--- src/rtl/track_pkg.sv ---
// Shared types for the multi-track playback controller: per-track state encoding
// and the upper bound on the track count.
package track_pkg;

  typedef enum logic [1:0] {
    STOPPED       = 2'd0,
    PENDING_START = 2'd1,
    PLAYING       = 2'd2,
    PENDING_STOP  = 2'd3
  } track_state_t;

  localparam int MAX_TRACKS = 16;

endpackage

--- src/rtl/track_slot.sv ---
// One playback track: play toggling, optionally quantised to the beat pulse,
// with a global stop that overrides everything else.
module track_slot
  import track_pkg::*;
(
  input  logic         clk,
  input  logic         rst,
  input  logic         play,
  input  logic         beat,
  input  logic         stop_all,
  input  logic         quantise,
  output track_state_t state,
  output logic         playing,
  output logic         pending
);

  track_state_t next_state;

  always_ff @(posedge clk) begin
    if (rst) state <= STOPPED;
    else     state <= next_state;
  end

  // A play that coincides with a beat resolves in the same edge; a cancel beats the beat.
  always_comb begin
    next_state = state;
    if (stop_all) begin
      next_state = STOPPED;
    end else if (!quantise) begin
      if (play) next_state = playing ? STOPPED : PLAYING;
    end else begin
      unique case (state)
        STOPPED:       if (play) next_state = beat ? PLAYING : PENDING_START;
        PENDING_START: if (play) next_state = STOPPED; else if (beat) next_state = PLAYING;
        PLAYING:       if (play) next_state = beat ? STOPPED : PENDING_STOP;
        PENDING_STOP:  if (play) next_state = PLAYING; else if (beat) next_state = STOPPED;
        default:       next_state = STOPPED;
      endcase
    end
  end

  assign playing = (state == PLAYING) || (state == PENDING_STOP);
  assign pending = (state == PENDING_START) || (state == PENDING_STOP);

endmodule

--- src/rtl/multi_track_controller.sv ---
// Track selection pointer, play demux and mixer-enable mask over NUM_TRACKS track slots.
// Optional solo of the selected track is enabled by defining MULTI_TRACK_SOLO_EN.
module multi_track_controller
  import track_pkg::*;
#(
  parameter  int NUM_TRACKS = 4,
  parameter  int QUANTISE   = 1,
  localparam int SEL_W      = $clog2(NUM_TRACKS)
) (
  input  logic                  clk,
  input  logic                  rst,
  input  logic                  cycle_sig,
  input  logic                  cycle_back_sig,
  input  logic                  play_sig,
  input  logic                  stop_all_sig,
  input  logic                  beat_sig,
  input  logic                  solo_sig,
  output logic [SEL_W-1:0]      current_track,
  output logic [NUM_TRACKS-1:0] tracks_playing,
  output logic [NUM_TRACKS-1:0] tracks_pending,
  output logic [NUM_TRACKS-1:0] tracks_audible
);

  if (NUM_TRACKS < 2 || NUM_TRACKS > MAX_TRACKS) begin : g_bad_count
    $error("multi_track_controller: NUM_TRACKS out of range");
  end

  localparam logic [SEL_W-1:0] LAST = SEL_W'(NUM_TRACKS - 1);

  logic [NUM_TRACKS-1:0] play_vec;
  track_state_t          state_unused [NUM_TRACKS];

  // Explicit wrap keeps the pointer below NUM_TRACKS for non-power-of-2 counts.
  always_ff @(posedge clk) begin
    if (rst) begin
      current_track <= '0;
    end else if (cycle_sig && !cycle_back_sig) begin
      current_track <= (current_track == LAST) ? '0 : current_track + 1'b1;
    end else if (cycle_back_sig && !cycle_sig) begin
      current_track <= (current_track == '0) ? LAST : current_track - 1'b1;
    end
  end

  // Decoded from the pre-update pointer, so play lands on the track selected this cycle.
  always_comb begin
    play_vec = '0;
    for (int i = 0; i < NUM_TRACKS; i++) begin
      play_vec[i] = play_sig && (current_track == SEL_W'(i));
    end
  end

  for (genvar g = 0; g < NUM_TRACKS; g++) begin : g_slot
    track_slot u_slot (
      .clk      (clk),
      .rst      (rst),
      .play     (play_vec[g]),
      .beat     (beat_sig),
      .stop_all (stop_all_sig),
      .quantise (QUANTISE != 0),
      .state    (state_unused[g]),
      .playing  (tracks_playing[g]),
      .pending  (tracks_pending[g])
    );
  end

`ifdef MULTI_TRACK_SOLO_EN
  logic solo_q;

  always_ff @(posedge clk) begin
    if (rst) solo_q <= 1'b0;
    else     solo_q <= solo_sig;
  end

  // Mask follows the live pointer, so reselecting while soloed moves the solo.
  always_comb begin
    tracks_audible = tracks_playing;
    if (solo_q) begin
      for (int i = 0; i < NUM_TRACKS; i++) begin
        if (current_track != SEL_W'(i)) tracks_audible[i] = 1'b0;
      end
    end
  end
`else
  logic solo_unused;

  assign solo_unused    = solo_sig;
  assign tracks_audible = tracks_playing;
`endif

endmodule

--- config.mk ---
export PLATFORM = sky130hd
export DESIGN_NAME = multi_track_controller
export DESIGN_NICKNAME = d
export VERILOG_FILES = /design/src/rtl/track_pkg.sv /design/src/rtl/track_slot.sv /design/src/rtl/multi_track_controller.sv
export SDC_FILE = /design/constraint.sdc
export NUM_CORES = 1
export LEC_CHECK = 0
export ABC_AREA = 1
export BUFFER_PORTS_ARGS = -buffer_cell sky130_fd_sc_hd__buf_2
export CAP_MARGIN = 0
export CORE_MARGIN = 1
export CORE_UTILIZATION = 45
export CTS_CLUSTER_DIAMETER = 80
export DETAILED_ROUTE_END_ITERATION = 7
export PLACE_DENSITY = 0.79
export SYNTH_ARGS = -nofsm -noshare
export SYNTH_HDL_FRONTEND = slang
export SYNTH_SLANG_ARGS = --single-unit
--- constraint.sdc ---
create_clock -name clk -period 2.1 [get_ports clk]
set_input_delay 0.42 -clock clk [delete_from_list [all_inputs] [get_ports clk]]
set_output_delay 0.42 -clock clk [all_outputs]
set_load 0.05 [all_outputs]
==> results.md, run 1 <==
* Status: completed
* Switching Fraction at about a third
* Nets at 114
* Initial Util at 50.5%
* TNS Setup at 0 ps
* Initial DRC Count at 5
* Crit path time final at about 1400 ps
* Crit end category: output pin
* Commonest cells after routing, fill and taps aside: buf_2, inv_1, nand2_1
* Layout fillers at between 100 and 150
* Via/cell ratio at roughly 4.6
* Std cell rows at 13
* Hold_sp: stop_all_sig
* Post-CTS Hold Fix Bufs at 0
* RSZ-0062 raised after global routing: false
* Maximum VDD drop at between 0.0003 and 0.0004 V
* CTS sink count at 10
* RR Endpoint: current_track[1]
* Crit path largest cell delay at 430 ps
* DR vias at 529
* Maximum clock frequency at around 700 MHz
* Synth warn at 0
* Port bufs at 20
* Total power at between 0.4 and 0.5 mW
* Seq pwr share at approximately 45%
* Final HPWL DP at ~890 µm
* Number of max-cap violations at 0
* Final worst slack at between 600 and 700 ps
* Crit path buf inv count at 1
* Placed Cells at 111
* DRC at 0
* Worst-skew pair later-pin latency at ~260 ps
* Arrival @ worst endpoint at around 1000 ps
* Layout cells sized above 1 at 35.4%
* Hold Vio Cnt, Final at 0
* Pre-CTS setup slack at a little over 800 ps
* Largest net degree at the start of global routing at 9
* Drt wl/cell at between 9 and 10 µm
* Main area contributors after synthesis: dfxtp_1, buf_4, ha_1
* Synth Register Bits at 10
* Clk slew on worst S/H paths at about 60 ps
* Leak at about 0.37 nW
* CP Class: reg -> out
* TritonCTS Buffers at 3
* Slew Limit Fails at 0
* Clock skew at approximately 4.3 ps
* Die Wd at 41.2 µm
* Worst Max-Slew Pin Slew at 250 ps
* Commonest non-fill, non-tap cell in the layout: buf_2
* Net switching power figure at about 0.16 mW
* Non-filler cells, final at 114
* R2R Setup Slk at a little over 800 ps
* Gate Count Post-Synth at 97
* Worst r2r src: current_track[0]
* PostCTS Resize Cnt at 0
* Worst hold stages at 4
* DRT Pass-1 Iters at 4
* Die H at just over 40 µm
* HP Class: in -> reg
* Total setup buffers inserted after CTS at 0
* Root buf cell: clkbuf_4
* CP top delay family: flip-flops
* Worst path cell trace: buf_2
* Seq/Total Area, Yosys at about 29%
* CP max stage cell: dfxtp_1
* Post-synth top area share at between 20% and 30%
* Synth cell types at 18
* Total die area at ~0.0017 mm²
* Clk pwr share at 27.5%
* Syn nets at 110
* Slew headroom at a little over four fifths
* GPL Wtd Cong at between 0.6 and 0.7
* IO Count at 22
* ANT cells at 0
* P_int at approximately 0.30 mW
* TritonCTS clock tree: built
* H-tree depth at 1
* PwrDens at ~660 mW/mm²
* First-pass GRT wire length at 1610 µm
* Fin crit share at around two thirds
* Core Area at roughly 0.0014 mm²
* Vias in the first global route at ~440
* Initial antenna violation count at 0
* FF-to-FF path depth at 5
* Area Growth Syn to Fin at 1.45%
* Syn Area/Cell at just over 7 µm²
* Total gr overflow at 0
* CP required at between 1500 and 2000 ps
* CP max FO at 6
* Post-DRT Antenna Nets at 0
* Mapped Area at 691 µm²
* Tot GR Track Use at around 16%
* Setup-failing EPs final at 0
* Routed WL at ~1100 µm
* Clock Tree Buf Depth at 2
* Logic pwr share at 27.6%
* Hold endpoint: g_slot[0].u_slot.state[1]
* CP Launch Type: flip-flop
* Synth area leader: dfxtp_1
==> cells in the mapped netlist <==
master and instances:
inv_1 13, buf_4 12, nand2_1 12, dfxtp_1 10
nor2_1 9, clkbuf_1 8, nand2_2 8, nand3_1 6
ha_1 5, a21oi_1 4, nand3_2 2, o21ai_0 2
buf_6 1, nor2_2 1, nor2_4 1, o21ai_1 1
o21bai_1 1, xnor2_1 1
==> stage by stage <==
stage	area [µm²]	utilization, %	hold WS, ps
floorplan	691	-	472
global placement	678	49.6	489
detailed placement	678	49.6	496
CTS	701	51.3	431
global route	701	51.3	441
finish	701	51.3	441
==> layer usage <==
layer | GRT usage [%] | wire [µm] | vias to the layer above
li1 | - | - | 287
met4 | 9.68 | 12 | 0
met2 | 28.9 | 528 | 15
met1 | 13.5 | 488 | 225
met5 | 0 | 0 | -
met3 | 6.52 | 55 | 2
==> state kept, by name (all words and copies together), names as in the netlist <==
name,flops
current_track,2
g_slot.u_slot.state,8
==> power by group through the flow <==
| stage | registers [mW] | clock network, mW | logic, mW |
|---|---|---|---|
| 2_1_floorplan | 0.228 | 0 | 0.0899 |
| 3_3_place_gp | 0.210 | 0 | 0.123 |
| 3_5_place_dp | 0.211 | 0 | 0.128 |
| 4_1_cts | 0.207 | 0.135 | 0.128 |
| 5_1_grt | 0.208 | 0.143 | 0.140 |
| 6_report | 0.207 | 0.127 | 0.127 |
==> layout make-up <==
type | instances | area (µm²) | share of cell area, %
Inverter | 13 | 48.8 | 6.96
Tap cell | 15 | 18.8 | 2.68
Clock buffer | 3 | 22.5 | 3.21
Timing Repair Buffer | 20 | 100 | 14.3
Multi-Input combinational cell | 53 | 310 | 44.3
Sequential cell | 10 | 200 | 28.6
==> worst register-to-register path: stages (launching register included) <==
cell,delay [ps]
dfxtp_1,430
inv_1,110
ha_1,320
xnor2_1,130
o21ai_0,140
inv_1,50
==> logic make-up (layout without fill, tap and decap cells) <==
kind of cell | count (synthesis) | in the layout | share of synthesized area, %
AOI/OAI and AO/OA | 8 | 8 | 6.16
xor gates and xnor gates | 1 | 1 | 1.27
adders and majority gates | 5 | 5 | 9.06
buffers and inverters | 34 | 36 | 26.1
DFF | 10 | 10 | 29.0
and+or+nand+nor | 39 | 39 | 28.4
==> how the worst max path moves through the flow <==
| stage | slack, ps | cells after the start | start | end |
|---|---|---|---|---|
| after floorplan | 540 | 5 | current_track[0] | current_track[1] |
| after global placement | 860 | 5 | current_track[0] | current_track[1] |
| after detailed placement | 830 | 5 | current_track[0] | current_track[1] |
| after CTS | 680 | 1 | current_track[0] | current_track[0] |
| after global routing | 660 | 1 | current_track[0] | current_track[0] |
| final | 690 | 1 | current_track[0] | current_track[0] |
Note: power is estimated with default switching activity, not from simulation.
==> inputs of run 2 (changes only) <==
ABC_AREA = 0   (was 1)
CORE_UTILIZATION = 43   (was 45)
clock period = 1.2 ns   (was 2.1 ns; I/O delays follow)
==> run 2 against run 1 <==
- the flow now finishes with violations (setup timing)
- via count fell by 1.1%
- register-to-register slack got worse by 830 ps
- sequential power rose by 84%
- cell count decreased by 8.8%
- largest cell class unchanged
==> results.md, run 2 <==
* Number of max-cap violations at 0 (unchanged)
* Port bufs at 20 (unchanged)
* Mapped Area at 681 µm² (-1.4%)
* Post-synth top area share at 29.4% (+0.43 points)
* Total gr overflow at 0 (unchanged)
* Synth cell types at 20 (+2)
* Die H at 41.8 µm (+1.5%)
* Die Wd at 41.8 µm (+1.5%)
* H-tree depth at 1 (unchanged)
* Hold Vio Cnt, Final at 0 (unchanged)
* Setup-failing EPs final at 2 (+2)
* DRT Pass-1 Iters at 4 (unchanged)
* Arrival @ worst endpoint at 1360 ps (+370 ps)
* Vias in the first global route at 486 (+10%)
* Routed WL at 1200 µm (+10%)
* Max reg flops at 8 (unchanged)
* Largest net degree at the start of global routing at 9 (unchanged)
* Commonest non-fill, non-tap cell in the layout: buf_2
* Leak at 0.426 nW (+16%)
* Nets at 103 (-9.6%)
* DRC at 0 (unchanged)
* Total die area at 0.00175 mm² (+3.0%)
* CP max FO at 5 (-1)
* RR Endpoint: g_slot[3].u_slot.state[1]
* Non-filler cells, final at 104 (-8.8%)
* Layout cells sized above 1 at 47.2% (+12 points)
* Synth Flop Type: dfxtp_1
* Number of synthesized flops with an enable pin at 0 (unchanged)
* Hold_sp: rst
* Post-synth top cells: buf_4, nand2_1, dfxtp_1
* Initial Util at 49.2% (-1.3 points)
* TritonCTS Buffers at 3 (unchanged)
* Clk slew on worst S/H paths at 70 ps (about the same)
* Biggest regs: g_slot.u_slot.state (8), current_track (2)
* Initial antenna violation count at 0 (unchanged)
* Crit end category: flip-flop
* R2R Setup Slk at -8 ps (-830 ps)
* Tot GR Track Use at 14.9% (-0.66 points)
* Clock Tree Buf Depth at 2 (unchanged)
* Footprint of the multi-input gates at 413 µm² (+33%)
* CP Launch Type: flip-flop
* HP Class: in -> reg
* Syn Area/Cell at 8.30 µm² (+17%)
* Most common cell in the netlist: buf_4
* Core Area at 0.00138 mm² (+1.2%)
* Ys async rst share at 0% (unchanged)
* Std cell rows at 13 (unchanged)
* Slew headroom at 84.1% (+0.63 points)
* CP Class: reg -> reg
* IO Count at 22 (unchanged)
* Synth Register Bits at 10 (unchanged)
* CP required at 1350 ps (-330 ps)
* Seq. cell area at 208 µm² (+3.7%)
* Worst path cell trace: ha_2 -> nand2_1 -> mux2_4 -> mux2i_1
* Worst Max-Slew Pin Slew at 237 ps (-12.1 ps)
* Synth area leader: dfxtp_1
* Seq/Total Area, Yosys at 29.4% (+0.43 points)
* First-pass GRT wire length at 2010 µm (+24%)
* RSZ-0062 raised after global routing: true
* GPL Wtd Cong at 0.814 (+17%)
* Gate Count Post-Synth at 82 (-15%)
* Final worst slack at -8.43 ps (-698 ps)
* FF-to-FF path depth at 4 (-1)
* Worst hold stages at 2 (-2)
* Hold endpoint: current_track[0]
* Worst-skew pair later-pin latency at 260 ps (about the same)
* Placed Cells at 98 (-12%)
* Worst r2r src: current_track[1]
* Final HPWL DP at 912 µm (+3.0%)
* Crit path time final at around 1200 ps
* Hold Slack at 216 ps (-225 ps)
* Maximum VDD drop at 0.000495 V (+49%)
* Via/cell ratio at 5.03 (+8.4%)
* PwrDens at 1150 mW/mm² (+74%)
* Failing checks: setup timing
* Largest register by flop count: g_slot.u_slot.state
* Area Growth Syn to Fin at 18.9%
* CTS sink count at 10 (unchanged)
* Commonest cells after routing, fill and taps aside: buf_2, nand2_1, dfxtp_1
* DR vias at 523 (-1.1%)
* Root buf cell: clkbuf_4
* Drt wl/cell at 11.5 µm (+21%)
* Syn nets at 95 (-14%)
* Main area contributors after synthesis: dfxtp_1, buf_4, ha_1
* ANT cells at 0 (unchanged)
* Initial DRC Count at 9 (+4)
* TritonCTS clock tree: built
* Status: complete, but fails checks
* Layout fillers at 117 (-15%)
* Maximum clock frequency at slightly above 800 MHz
* CP max stage cell: dfxtp_4
* Synth warn at 0 (unchanged)
* Crit path largest cell delay at 390 ps (-40 ps)
* Post-DRT Antenna Nets at 0 (unchanged)
* Fin crit share at 101%
* Slew Limit Fails at 0 (unchanged)
* Clock skew at 2.64 ps (-1.62 ps)
-- run 2: changes by cell type after synthesis, sizes merged, moves of 2 or more --
cell    previous run  this run
inv               13         3
nand2             20        11
nand3              8         0
nor2              11         5
mux2i              0         5
or3                0         5
mux2               0         3
nand2b             0         3
xor2               0         3
a21oi              4         2
-- run 2: cells by family after synthesis --
kind of cell,share of synthesized area (%)
simple gates,19.1
mux,12.3
flops,29.4
compound gates,5.52
fa+ha+maj,9.19
xor+xnor,5.15
buf+inv,19.3
-- run 2: final cells by class --
| type | count | area share, % |
|---|---|---|
| inverter | 3 | 2.01 |
| tap | 15 | 2.32 |
| multi-input combinational | 49 | 51.0 |
| clock buffer | 4 | 3.25 |
| timing repair buffer | 23 | 15.8 |
| sequential | 10 | 25.7 |
-- run 2: per-stage QoR --
stage	worst slack, ps	setup TNS (ps)	instance area (µm²)	util, %	total power, mW
finish	-8.43	-9.27	810	58.6	0.928
global route	-56.1	-143	810	58.6	0.978
CTS	-14.3	-14.3	793	57.4	0.934
detailed placement	-27.4	-30.7	752	54.4	0.677
global placement	-2.04	-2.04	752	54.4	0.670
floorplan	-54.3	-193	746	-	0.624
-- run 2: worst max-delay path by stage --
stage,from,end,slack [ps],cells past startpoint
floorplan,current_track[0],g_slot[3].u_slot.state[1],-50,4
global placement,current_track[1],g_slot[1].u_slot.state[1],-2,5
detailed placement,current_track[1],g_slot[1].u_slot.state[1],-30,5
CTS,current_track[1],g_slot[3].u_slot.state[1],-10,4
global route,current_track[1],g_slot[3].u_slot.state[1],-60,4
finish,current_track[1],g_slot[3].u_slot.state[1],-8,4
-- run 2: power by group --
| part | switching, mW | internal [mW] | total [mW] |
|---|---|---|---|
| Clock | 0.114 | 0.128 | 0.242 |
| Combinational | 0.177 | 0.128 | 0.305 |
| Sequential | 0.0283 | 0.353 | 0.381 |
-- run 2: repair_timing --
action,4_1_cts,5_1_grt
endpoints found under the setup margin,3,6
hold buffers,0,0
buffers inserted,1,1
gates resized for setup,3,4
pin swaps,1,0
-- run 2: per-layer routing --
metal | up-vias | wire length, µm | global-route usage, %
met5 | - | 0 | 0
met4 | 0 | 0 | 3.87
met3 | 0 | 71 | 5.65
met2 | 19 | 597 | 25.3
met1 | 241 | 529 | 17.5
li1 | 263 | - | -
-- run 2: critical path, delay by kind of cell, from the launching register on --
family | cells | cell delay [ps]
muxes | 2 | 440
adders and majority gates | 1 | 190
and+or+nand+nor | 1 | 80
DFF | 1 | 390
==> inputs of run 3 (changes only) <==
ABC_AREA = 1   (was 0)
CORE_UTILIZATION = 44   (was 43)
PLACE_DENSITY = 0.8   (was 0.79)
==> run 3 against run 2 <==
- the flow now finishes without violations
- worst hold slack gained 40 ps
- count of clock-buffer cells in the layout is the same
- design area shrank 8.0%
- sequential share of layout area grew 2.2 points
- non-clock buffer count shrank 3
- wire length shrank 8.1%
- clock power grew 23%
- fmax grew 5.4%
- via count grew 1.9%
- combinational power shrank 25%
- setup slack gained 62 ps
- register-to-register slack gained 98 ps
- critical endpoint is now tracks_pending[2]
- largest power group unchanged
==> results.md, run 3 (synthesis gave the netlist of run 1 again) <==
* Status: completed
* CP Launch Type: flip-flop
* Biggest regs: g_slot.u_slot.state (8), current_track (2)
* IO Count at 22 (unchanged)
* Initial DRC Count at 8 (-1)
* Post-DRT Antenna Nets at 0 (unchanged)
* Layout fillers at 137 (+17%)
* Crit end category: output pin
* Crit path to: tracks_pending[2]
* Core Area at 0.00138 mm² (unchanged)
* CP required at 960 ps (-390 ps)
* DRC at 0 (unchanged)
* Final HPWL DP at 870 µm (-4.6%)
* Non-filler cells, final at 115 (+11%)
* CP top delay family: flip-flops
* Commonest cells after routing, fill and taps aside: buf_2, nand2_1, inv_1
* RR Endpoint: g_slot[0].u_slot.state[1]
* Port bufs at 20 (unchanged)
* Maximum clock frequency at 872 MHz (+5.4%)
* Area Growth Syn to Fin at 7.79%
* TritonCTS clock tree: built
* DRT Pass-1 Iters at 4 (unchanged)
* Post-CTS Hold Fix Bufs at 0 (unchanged)
* ANT cells at 0 (unchanged)
* PwrDens at 1200 mW/mm² (+4.6%)
* TNS Setup at 0 ps (+9.27 ps)
* Worst Max-Slew Pin Slew at 252 ps (+15.0 ps)
* Fin util at 53.8% (-4.7 points)
* CP max FO at 3 (-2)
* Crit path buf inv count at 1 (+1)
* Total gr overflow at 0 (unchanged)
* Slew headroom at 83.3% (-0.82 points)
* Worst hold stages at 4 (+2)
* Root buf cell: clkbuf_4
* Total die area at 0.00173 mm² (-0.79%)
* Clock skew at 1.45 ps (-1.19 ps)
* Hold Vio Cnt, Final at 0 (unchanged)
* Via/cell ratio at 4.63 (-7.8%)
* Initial antenna violation count at 0 (unchanged)
* DR vias at 533 (+1.9%)
* Worst r2r src: current_track[0]
* Vias in the first global route at 490 (+0.82%)
* Slew Limit Fails at 0 (unchanged)
* Drt wl/cell at 9.57 µm (-17%)
* Commonest non-fill, non-tap cell in the layout: buf_2
* Die Wd at 41.6 µm (-0.39%)
* RSZ-0062 raised after global routing: true
* Initial Util at 50.0% (+0.72 points)
* Leak at 0.375 nW (-12%)
* Routed WL at 1100 µm (-8.1%)
* Number of max-cap violations at 0 (unchanged)
* H-tree depth at 1 (unchanged)
* Arrival @ worst endpoint at 910 ps (-450 ps)
* HP Class: in -> reg
* Maximum VDD drop at 0.000671 V (+36%)
* Setup-failing EPs final at 0 (-2)
* Crit path largest cell delay at 370 ps (-20 ps)
* Nets at 114 (+11%)
* Std cell rows at 13 (unchanged)
* Tot GR Track Use at 14.6% (-0.37 points)
* GPL Wtd Cong at 0.703 (-14%)
* Crit path launch: g_slot[2].u_slot.state[0]
* Worst path cell trace: buf_2
* TritonCTS Buffers at 3 (unchanged)
* Crit path time final at 1150 ps (-61.6 ps)
* Worst path depth at 1 (-3)
* Worst-skew pair later-pin latency at 260 ps (about the same)
* Placed Cells at 111 (+13%)
* Die H at 41.6 µm (-0.39%)
* FF-to-FF path depth at 7 (+3)
* R2R Setup Slk at 90 ps (+100 ps)
* Layout cells sized above 1 at 44.0% (-3.2 points)
* Fin crit share at 95.6% (-5.1 points)
* CP max stage cell: dfxtp_1
* CTS sink count at 10 (unchanged)
* Clock Tree Buf Depth at 2 (unchanged)
* Clk slew on worst S/H paths at 70 ps (about the same)
* CP Class: reg -> out
* Largest net degree at the start of global routing at 9 (unchanged)
* First-pass GRT wire length at 1930 µm (-4.1%)
* Largest register by flop count: g_slot.u_slot.state
* Max reg flops at 8 (unchanged)
==> run 3: cell count changes in the layout (fill, tap and decap cells not counted), sizes merged, moves of 4 or more <==
cell,previous run,this run
or3,5,0
mux2i,5,0
nand2,11,20
inv,3,13
nor2,5,11
buf,22,18
nand3,0,8
==> run 3: timing repair <==
item / in CTS / in global routing
endpoints found under the setup margin: 0 / 3
buffers inserted: 0 / 0
gates resized for setup: 0 / 6
==> run 3: cell type report <==
cell class / instances / area (µm²) / area share, %
clock buffer: 4 / 36.3 / 4.87
inverter: 13 / 48.8 / 6.55
multi-input combinational: 53 / 328 / 44.0
timing repair buffer: 20 / 105 / 14.1
sequential: 10 / 208 / 27.9
tap: 15 / 18.8 / 2.52
==> run 3: worst min path at each step <==
stage | from | end | slack [ps]
6_report | stop_all_sig | g_slot[1].u_slot.state[1] | 260
5_1_grt | stop_all_sig | g_slot[1].u_slot.state[1] | 250
4_1_cts | stop_all_sig | g_slot[1].u_slot.state[1] | 250
3_5_place_dp | g_slot[1].u_slot.state[0] | g_slot[1].u_slot.state[0] | 500
3_3_place_gp | g_slot[1].u_slot.state[0] | g_slot[1].u_slot.state[0] | 490
2_1_floorplan | rst | g_slot[0].u_slot.state[1] | 390
==> run 3: metrics by stage <==
stage / setup WS, ps / hold WS, ps / instance area (µm²) / total power, mW
after detailed placement: 69.9 / 504 / 686 / 0.597
after global placement: 106 / 487 / 686 / 0.590
after CTS: 36.9 / 249 / 722 / 0.901
after global routing: -5.97 / 246 / 744 / 0.951
after floorplan: 23.1 / 388 / 698 / 0.563
final: 53.1 / 257 / 744 / 0.893
==> run 3: layer usage <==
layer | routed length (µm) | global-route usage [%]
met2 | 516 | 25.3
met5 | 0 | 0
met3 | 62 | 6.52
met1 | 503 | 15.1
met4 | 18 | 5.81
==> run 3: power breakdown <==
part	leakage (nW)	switching (mW)	total, mW	internal [mW]
combinational	0.272	0.156	0.228	0.0725
sequential	0.0824	0.0172	0.367	0.349
clock	0.0210	0.114	0.298	0.184
